--- src/rtl/gtx_reset_seq.sv ---
// Reset sequencer for one GTX refclk group: holds PMA/PLL resets, waits for lock and
// reset-done, then releases per-quad user resets; retries on failure, sticky fail after RETRY_MAX.
module gtx_reset_seq #(
  parameter int N_QUAD         = 3,
  parameter int HOLD_CYCLES    = 256,
  parameter int LOCK_TIMEOUT   = 50000,
  parameter int LOCK_STABLE    = 8,
  parameter int USR_RST_CYCLES = 16,
  parameter int RETRY_MAX      = 7
) (
  input  logic                  gtx_refclk_bufr,
  input  logic                  mgt_reset,
  input  logic                  soft_reset,
  input  logic [4*N_QUAD-1:0]   rx_plllkdet,
  input  logic [4*N_QUAD-1:0]   tx_resetdone,
  input  logic [4*N_QUAD-1:0]   rx_resetdone,
  output logic                  pma_reset,
  output logic                  pll_reset,
  output logic [N_QUAD-1:0]     mgt_tx_rst,
  output logic [N_QUAD-1:0]     mgt_rx_rst,
  output logic                  init_done,
  output logic                  lock_fail,
  output logic [3:0]            retry_count,
  output logic [2:0]            seq_state
);

  localparam int L  = 4 * N_QUAD;
  localparam int SW = (LOCK_STABLE > 1) ? $clog2(LOCK_STABLE + 1) : 1;

  localparam logic [19:0]   HOLD_LAST   = 20'(HOLD_CYCLES - 1);
  localparam logic [19:0]   LOCK_LAST   = 20'(LOCK_TIMEOUT - 1);
  localparam logic [19:0]   USR_LAST    = 20'(USR_RST_CYCLES - 1);
  localparam logic [SW-1:0] STABLE_LAST = SW'(LOCK_STABLE - 1);
  localparam logic [SW-1:0] STABLE_ONE  = SW'(1);
  localparam logic [3:0]    RETRY_LIM   = 4'(RETRY_MAX);

  typedef enum logic [2:0] {
    RESET_HOLD = 3'd0,
    WAIT_LOCK  = 3'd1,
    WAIT_DONE  = 3'd2,
    USR_RST    = 3'd3,
    READY      = 3'd4,
    RETRY      = 3'd5,
    FAIL       = 3'd6
  } state_t;

  state_t        state, next;
  logic [L-1:0]  lock_s1, lock_s2, txd_s1, txd_s2, rxd_s1, rxd_s2;
  logic          all_lock, all_done;
  logic [19:0]   timer;
  logic [SW-1:0] stable;

  always_ff @(posedge gtx_refclk_bufr or posedge mgt_reset) begin
    if (mgt_reset) begin
      lock_s1 <= '0; lock_s2 <= '0;
      txd_s1  <= '0; txd_s2  <= '0;
      rxd_s1  <= '0; rxd_s2  <= '0;
    end else begin
      lock_s1 <= rx_plllkdet;  lock_s2 <= lock_s1;
      txd_s1  <= tx_resetdone; txd_s2  <= txd_s1;
      rxd_s1  <= rx_resetdone; rxd_s2  <= rxd_s1;
    end
  end

  assign all_lock  = &lock_s2;
  assign all_done  = (&txd_s2) & (&rxd_s2);
  assign seq_state = state;

  // Success beats timeout in WAIT_LOCK/WAIT_DONE; soft_reset overrides everything.
  always_comb begin
    next = state;
    case (state)
      RESET_HOLD: if (timer == HOLD_LAST) next = WAIT_LOCK;
      WAIT_LOCK: begin
        if (all_lock && stable == STABLE_LAST) next = WAIT_DONE;
        else if (timer == LOCK_LAST)           next = RETRY;
      end
      WAIT_DONE: begin
        if (!all_lock)               next = RETRY;
        else if (all_done)           next = USR_RST;
        else if (timer == LOCK_LAST) next = RETRY;
      end
      USR_RST: begin
        if (!all_lock)              next = RETRY;
        else if (timer == USR_LAST) next = READY;
      end
      READY:   if (!all_lock) next = RETRY;
      RETRY:   next = (retry_count >= RETRY_LIM) ? FAIL : RESET_HOLD;
      FAIL:    next = FAIL;
      default: next = RESET_HOLD;
    endcase
    if (soft_reset) next = RESET_HOLD;
  end

  // Outputs are registered from the next state so they change on the entry edge.
  always_ff @(posedge gtx_refclk_bufr or posedge mgt_reset) begin
    if (mgt_reset) begin
      state       <= RESET_HOLD;
      timer       <= '0;
      stable      <= '0;
      pma_reset   <= 1'b1;
      pll_reset   <= 1'b1;
      mgt_tx_rst  <= '1;
      mgt_rx_rst  <= '1;
      init_done   <= 1'b0;
      lock_fail   <= 1'b0;
      retry_count <= '0;
    end else begin
      state      <= next;
      timer      <= (soft_reset || next != state) ? 20'd0 : timer + 20'd1;
      stable     <= (state == WAIT_LOCK && next == WAIT_LOCK && all_lock) ? stable + STABLE_ONE : '0;
      pma_reset  <= (next == RESET_HOLD) || (next == RETRY) || (next == FAIL);
      pll_reset  <= (next == RESET_HOLD) || (next == RETRY) || (next == FAIL);
      mgt_tx_rst <= {N_QUAD{next != READY}};
      mgt_rx_rst <= {N_QUAD{next != READY}};
      init_done  <= (next == READY);
      if (soft_reset) begin
        retry_count <= '0;
        lock_fail   <= 1'b0;
      end else begin
        if (next == RETRY && state != RETRY && retry_count != 4'hF)
          retry_count <= retry_count + 4'd1;
        lock_fail <= lock_fail | (next == FAIL);
      end
    end
  end

endmodule

--- config.mk ---
export PLATFORM = sky130hd
export DESIGN_NAME = gtx_reset_seq
export DESIGN_NICKNAME = d
export VERILOG_FILES = /design/src/rtl/gtx_reset_seq.sv
export SDC_FILE = /design/constraint.sdc
export NUM_CORES = 1
export LEC_CHECK = 0
export CORE_ASPECT_RATIO = 0.9
export CORE_MARGIN = 2
export CORE_UTILIZATION = 54
export DETAILED_ROUTE_END_ITERATION = 10
export GPL_ROUTABILITY_DRIVEN = 0
export PLACE_DENSITY = 0.84
export SLEW_MARGIN = 25
export SYNTH_ARGS = -nofsm -noshare
export SYNTH_HDL_FRONTEND = slang
export SYNTH_SLANG_ARGS = --single-unit
--- constraint.sdc ---
create_clock -name gtx_refclk_bufr -period 4.1 [get_ports gtx_refclk_bufr]
set_clock_uncertainty 0.1 [all_clocks]
set_input_delay 0.615 -clock gtx_refclk_bufr [delete_from_list [all_inputs] [get_ports gtx_refclk_bufr]]
set_output_delay 0.615 -clock gtx_refclk_bufr [all_outputs]
set_load 0.05 [all_outputs]
==> flow_summary.ini, run 1 <==
[global_route]
antenna_found_initial = 0
grt_pass1_vias = 2521
grt-ovfl-total = 0
grt_max_degree = 66
track_usage_pct = 19.0
grt_pass1_wl_mm = 11.8

[route]
avgViaCountPerCell = 5.49
vias = 2482
detail-route-antenna-nets = 0
drt_iter0_markers = 138
wl_mm = 6.88
detail_route.wl_per_cell_um = 15.2
drtPass1Iterations = 5
drcViolationCount = 0

[sta]
post-route-period-util_pct = 66.3
hold_violations = 0
tightest_slew_ps = 720
finalSetupViolCount = 0
achievable-frequency_ghz = 0.368
rsz0062_at_grt = false
worst_slack_ps = 1380
slew_headroom_pct = 52.0
fin_crit_ps = 2720
finalSetupTns_ps = 0
drv_slew = 0

[power_and_ir_drop]
irDropWorstVdd_mv = 0.325
clkPwrFrac_pct = 36.9
switching_power_uw = 432
leakagePower_uw = 0.00206
p_int_uw = 1440
pwr-share-seq_pct = 59.2
p_comb_share_pct = 3.9
swShare_pct = 23.1
power_density_nw_per_um2 = 385

[cells_and_area]
synthToLayoutAreaGrowth_pct = 20.6
fin_nets = 396
drive_gt1_share_pct = 13.6
finalNonFillerCells = 452
post-route-cell-area_um2 = 4860
diodes = 0

[logic_synthesis]
syn_area_per_cell_um2 = 13.4
ys_types = 48
ys_ff_latch = 107
syn_area_um2 = 4030
synth_warnings = 0
syn_inst = 300
async_reset_ff_share_pct = 100
synth_seq_area_share_pct = 66.5
syn-num-nets = 342
synth_ff_type = dfrtp_1
synth-edff-count = 0

[setup_path]
critPathCaptureType = register
crit_family = simple AND/OR/NAND/NOR gates
cp.buffers_inverters = 0
required_ps = 4250
worst_ep_arrival_time_ps = 2870
worst_setup_path_start_kind = register
crit_chain = nor3b_1, nand2_1, a21oi_1, nor3_1, a21oi_1, nand3_1, mux2_1
crit_type = reg2reg
worstPathMaxFanout = 17
cp_slowest_cell = dfrtp_1
crit_path_frequent_cell = a21oi_1
max_stage_delay_ps = 670

[die]
fp.dieW_um = 95.0
row_count = 29
die_h_um = 85.9
io_pins = 56
fp.dieArea_um2 = 8170
core_um2 = 7150
initial_core_util_pct = 56.3

[min_path]
hold_class = reg2reg

[clocking]
hold_buffers = 0
numCtsBuffers = 9
post_cts_resized = 0
htreeDepth = 3
cts.sinks = 107
post_cts.repair.setup_buffers = 0
cts_tree = yes
clock-root-buffer = clkbuf_8
path_clk_slew_ps = 110
clock_latency_ps = 370
clock_path_buffers = 2

[flow_run]
maxCapViolations = 0

[place]
io_buffers = 55
placed_cell_area_um2 = 4630
dp.cells = 436
dpl_worst_slack_ps = 1450
dp_hpwl_mm = 4.80

[outcome]
status = finished clean
-- area by class of cell --
type                    count  area (um^2)
fillers                   494         2290
well taps                  93          116
clock buffers               9          124
multi-input cells         169         1220
repair buffers             59          581
clock inverters             7          105
flip-flops and latches    107         2680
inverters                   8         32.5
-- synthesized netlist by cell type, drive strengths merged, types with 2 or more instances --
cell type / instances / area [um^2]
a211o: 3 / 26.3
a21oi: 10 / 53.8
a31oi: 3 / 18.8
and2: 7 / 43.8
and3: 7 / 43.8
and4: 2 / 17.5
buf: 11 / 81.3
clkbuf: 5 / 18.8
dfrtp: 105 / 2630
dfstp: 2 / 52.6
ha: 3 / 37.5
inv: 8 / 30.0
mux2i: 3 / 30.0
nand2: 8 / 30.0
nand2b: 3 / 18.8
nand3: 7 / 35.0
nand4: 24 / 150
nor2: 14 / 52.6
nor3: 27 / 230
nor3b: 3 / 27.5
nor4: 6 / 67.6
o21ai: 3 / 26.3
or3: 2 / 12.5
xnor2: 13 / 114
xor2: 8 / 70.1
-- cell families after synthesis --
logic type	Yosys count	share of synthesized area [%]
AND/OR/NAND/NOR	115	19.1
XOR/XNOR	21	4.57
AO/OA/AOI/OAI	26	4.63
multiplexers	4	1.03
flip-flops	107	66.5
buffers and inverters	24	3.23
adder cells (fa/ha/maj)	3	0.932
-- metal layers --
metal / GRT usage [%] / vias to the layer above / wire (um)
met5: 0 / - / 0
met4: 5.14 / 0 / 48
met2: 32.0 / 106 / 3580
met3: 4.22 / 5 / 378
met1: 25.2 / 1206 / 2870
li1: - / 1165 / -
-- sequential cells by signal, indices dropped and copies added (netlist names) --
name         flops
txd_s1          12
init_done        1
lock_s2         12
retry_count      4
mgt_rx_rst       1
txd_s2          12
stable           4
lock_fail        1
pll_reset        1
rxd_s1          12
lock_s1         12
seq_state        3
rxd_s2          12
timer           20
-- final timing paths --
check | cells past startpoint | endpoint | slack (ps) | startpoint
setup / recovery | 7 | retry_count[1] | 1380 | seq_state[0]
hold / removal | 0 | lock_s2[1] | 250 | lock_s1[1]
setup reg to reg | 7 | retry_count[1] | 1380 | seq_state[0]
hold reg to reg | 0 | lock_s2[1] | 250 | lock_s1[1]
max in group asynchronous | 3 | pll_reset | 2440 | mgt_reset
min in group asynchronous | 2 | txd_s1[11] | 630 | mgt_reset
-- cell usage in the layout, fill, tap and decap left out, types with 4 or more instances in the layout --
cell             netlist  final
nand3_1                7      7
and3_1                 7      7
dfrtp_1              105    105
clkbuf_8               0      9
xnor2_1               13     13
nor4_1                 4      4
nor3_1                 8      8
inv_1                  7      6
nand2_1                8      8
nor3_2                19     19
xor2_1                 8      8
clkdlybuf4s50_1        0     55
nor2_1                14     14
nand4_1               24     24
a21oi_1                9      9
buf_4                  6      4
and2_1                 7      7
-- stage by stage --
stage	utilization, %	total power, uW	hold slack (ps)
after floorplan	-	1150	231
after global placement	64.7	1200	232
after detailed placement	64.7	1200	235
after CTS	67.9	1890	256
after global routing	67.9	1950	246
final	67.9	1870	253
-- power by group through the flow --
stage | Sequential, uW | Combinational [uW] | Clock (uW)
after CTS | 1110 | 75.1 | 708
after global routing | 1110 | 82.2 | 761
after global placement | 1120 | 72.6 | 0
after floorplan | 1120 | 28.3 | 0
after detailed placement | 1130 | 75.0 | 0
final | 1110 | 73.1 | 690
Power figures use the tool's default switching activity.
==> run 2: changes to the inputs <==
clock period = 2.6 ns   (was 4.1 ns; I/O delays follow)
==> flow_summary.ini, run 2 (synthesis results as in run 1) <==
[setup_path]
r2r_setup_slack_ps = 130
required_ps = 2740
critPathCaptureType = register
r2r-end = timer[13]
r2r_cells = 8
r2r_start = timer[17]
max_stage_delay_ps = 450
worst_setup_path_start_kind = register
crit_chain = nor4_4, and4_1, a21oi_1, a211o_1, o21ai_4, o32a_1, buf_12, nor3_2
worstPathMaxFanout = 20
crit_type = reg2reg
cp_slowest_cell = dfrtp_1
worst_ep_arrival_time_ps = 2610

[sta]
finalSetupViolCount = 0
hold_violations = 0
worst_slack_ps = 128
fin_hold_ws_ps = 246
achievable-frequency_ghz = 0.405
finalSetupTns_ps = 0
post-route-period-util_pct = 95.1
drv_slew = 0
fin_crit_ps = 2470
rsz0062_at_grt = false
tightest_slew_ps = 530
slew_headroom_pct = 64.7

[cells_and_area]
diodes = 0
regMostFlops = timer
seqCellArea_um2 = 2680
finalNonFillerCells = 457
mostFrequentLayoutCell = dfrtp_1
drive_gt1_share_pct = 15.7
multi_input_area_um2 = 1230
fillerInstances = 483
synthToLayoutAreaGrowth_pct = 21.9
final_cell_mix = 105 x dfrtp_1, 55 x clkdlybuf4s50_1, 24 x nand4_1
fin_nets = 401
largest_reg_flops = 20

[clocking]
post_cts_resized = 0
cts_tree = yes
clock-root-buffer = clkbuf_8
htreeDepth = 3
hold_buffers = 0
path_clk_slew_ps = 110
clock_path_buffers = 2
clock_latency_ps = 370
cts.sinks = 107
post_cts.repair.setup_buffers = 0
numCtsBuffers = 9

[route]
vias = 2446
wl_mm = 6.60
detail_route.wl_per_cell_um = 14.4
drcViolationCount = 0
detail-route-antenna-nets = 0
avgViaCountPerCell = 5.35
drtPass1Iterations = 4
drt_iter0_markers = 108

[min_path]
whs_endpoint = txd_s2[3]
hold_path_depth = 0
hold_class = reg2reg
hold_start = txd_s1[3]

[power_and_ir_drop]
power_density_nw_per_um2 = 579
report.power.total_uw = 2840
irDropWorstVdd_mv = 0.449
leakagePower_uw = 0.00208

[global_route]
antenna_found_initial = 0
grt-ovfl-total = 0
grt_pass1_wl_mm = 11.5
grt_max_degree = 108
grt_pass1_vias = 2467
track_usage_pct = 18.3

[place]
dp.cells = 441
dpl_worst_slack_ps = 121
dp_hpwl_mm = 4.73
io_buffers = 55

[die]
fp.dieW_um = 95.0
core_um2 = 7150
initial_core_util_pct = 56.3
die_h_um = 85.9
io_pins = 56
row_count = 29
fp.dieArea_um2 = 8170

[flow_run]
maxCapViolations = 0

[outcome]
status = finished clean
run 2: cell type report:
| class | instances | share of cell area (%) |
|---|---|---|
| flip-flops and latches | 107 | 54.6 |
| multi-input cells | 169 | 25.1 |
| repair buffers | 64 | 13.1 |
| clock buffers | 10 | 2.80 |
| well taps | 93 | 2.37 |
| clock inverters | 6 | 1.38 |
| inverters | 8 | 0.688 |
run 2: worst max path at each step:
stage	slack (ps)	cells after the start	to	start
after floorplan	150	8	retry_count[1]	seq_state[1]
after global placement	170	9	timer[2]	timer[0]
after detailed placement	120	9	timer[10]	timer[0]
after CTS	100	9	timer[13]	timer[0]
after global routing	1	10	timer[1]	stable[0]
final	130	8	timer[13]	timer[17]
run 2: per-stage QoR:
stage / util [%] / cell area, um^2
after floorplan: - / 4030
after global placement: 65.6 / 4690
after detailed placement: 65.6 / 4690
after CTS: 68.5 / 4900
after global routing: 68.7 / 4910
final: 68.7 / 4910
run 2: metal layers:
metal  routed length (um)  global-route usage [%]  up-vias
li1                     -                       -     1167
met1                 2870                    23.8     1191
met2                 3330                    30.6       84
met3                  357                    5.62        4
met4                   39                    3.95        0
met5                    0                       0        -
run 2: critical path: cells and delay by family (launching register included):
family,cells,cell delay (ps)
DFF,1,450
and+or+nand+nor,3,740
buffers and inverters,1,190
AOI/OAI and AO/OA,4,860
run 2: power breakdown:
part           switching, uW  internal, uW  leakage [uW]
logic                   53.0          62.5      0.000660
clock network            581           402      0.000103
registers               21.4          1720       0.00132
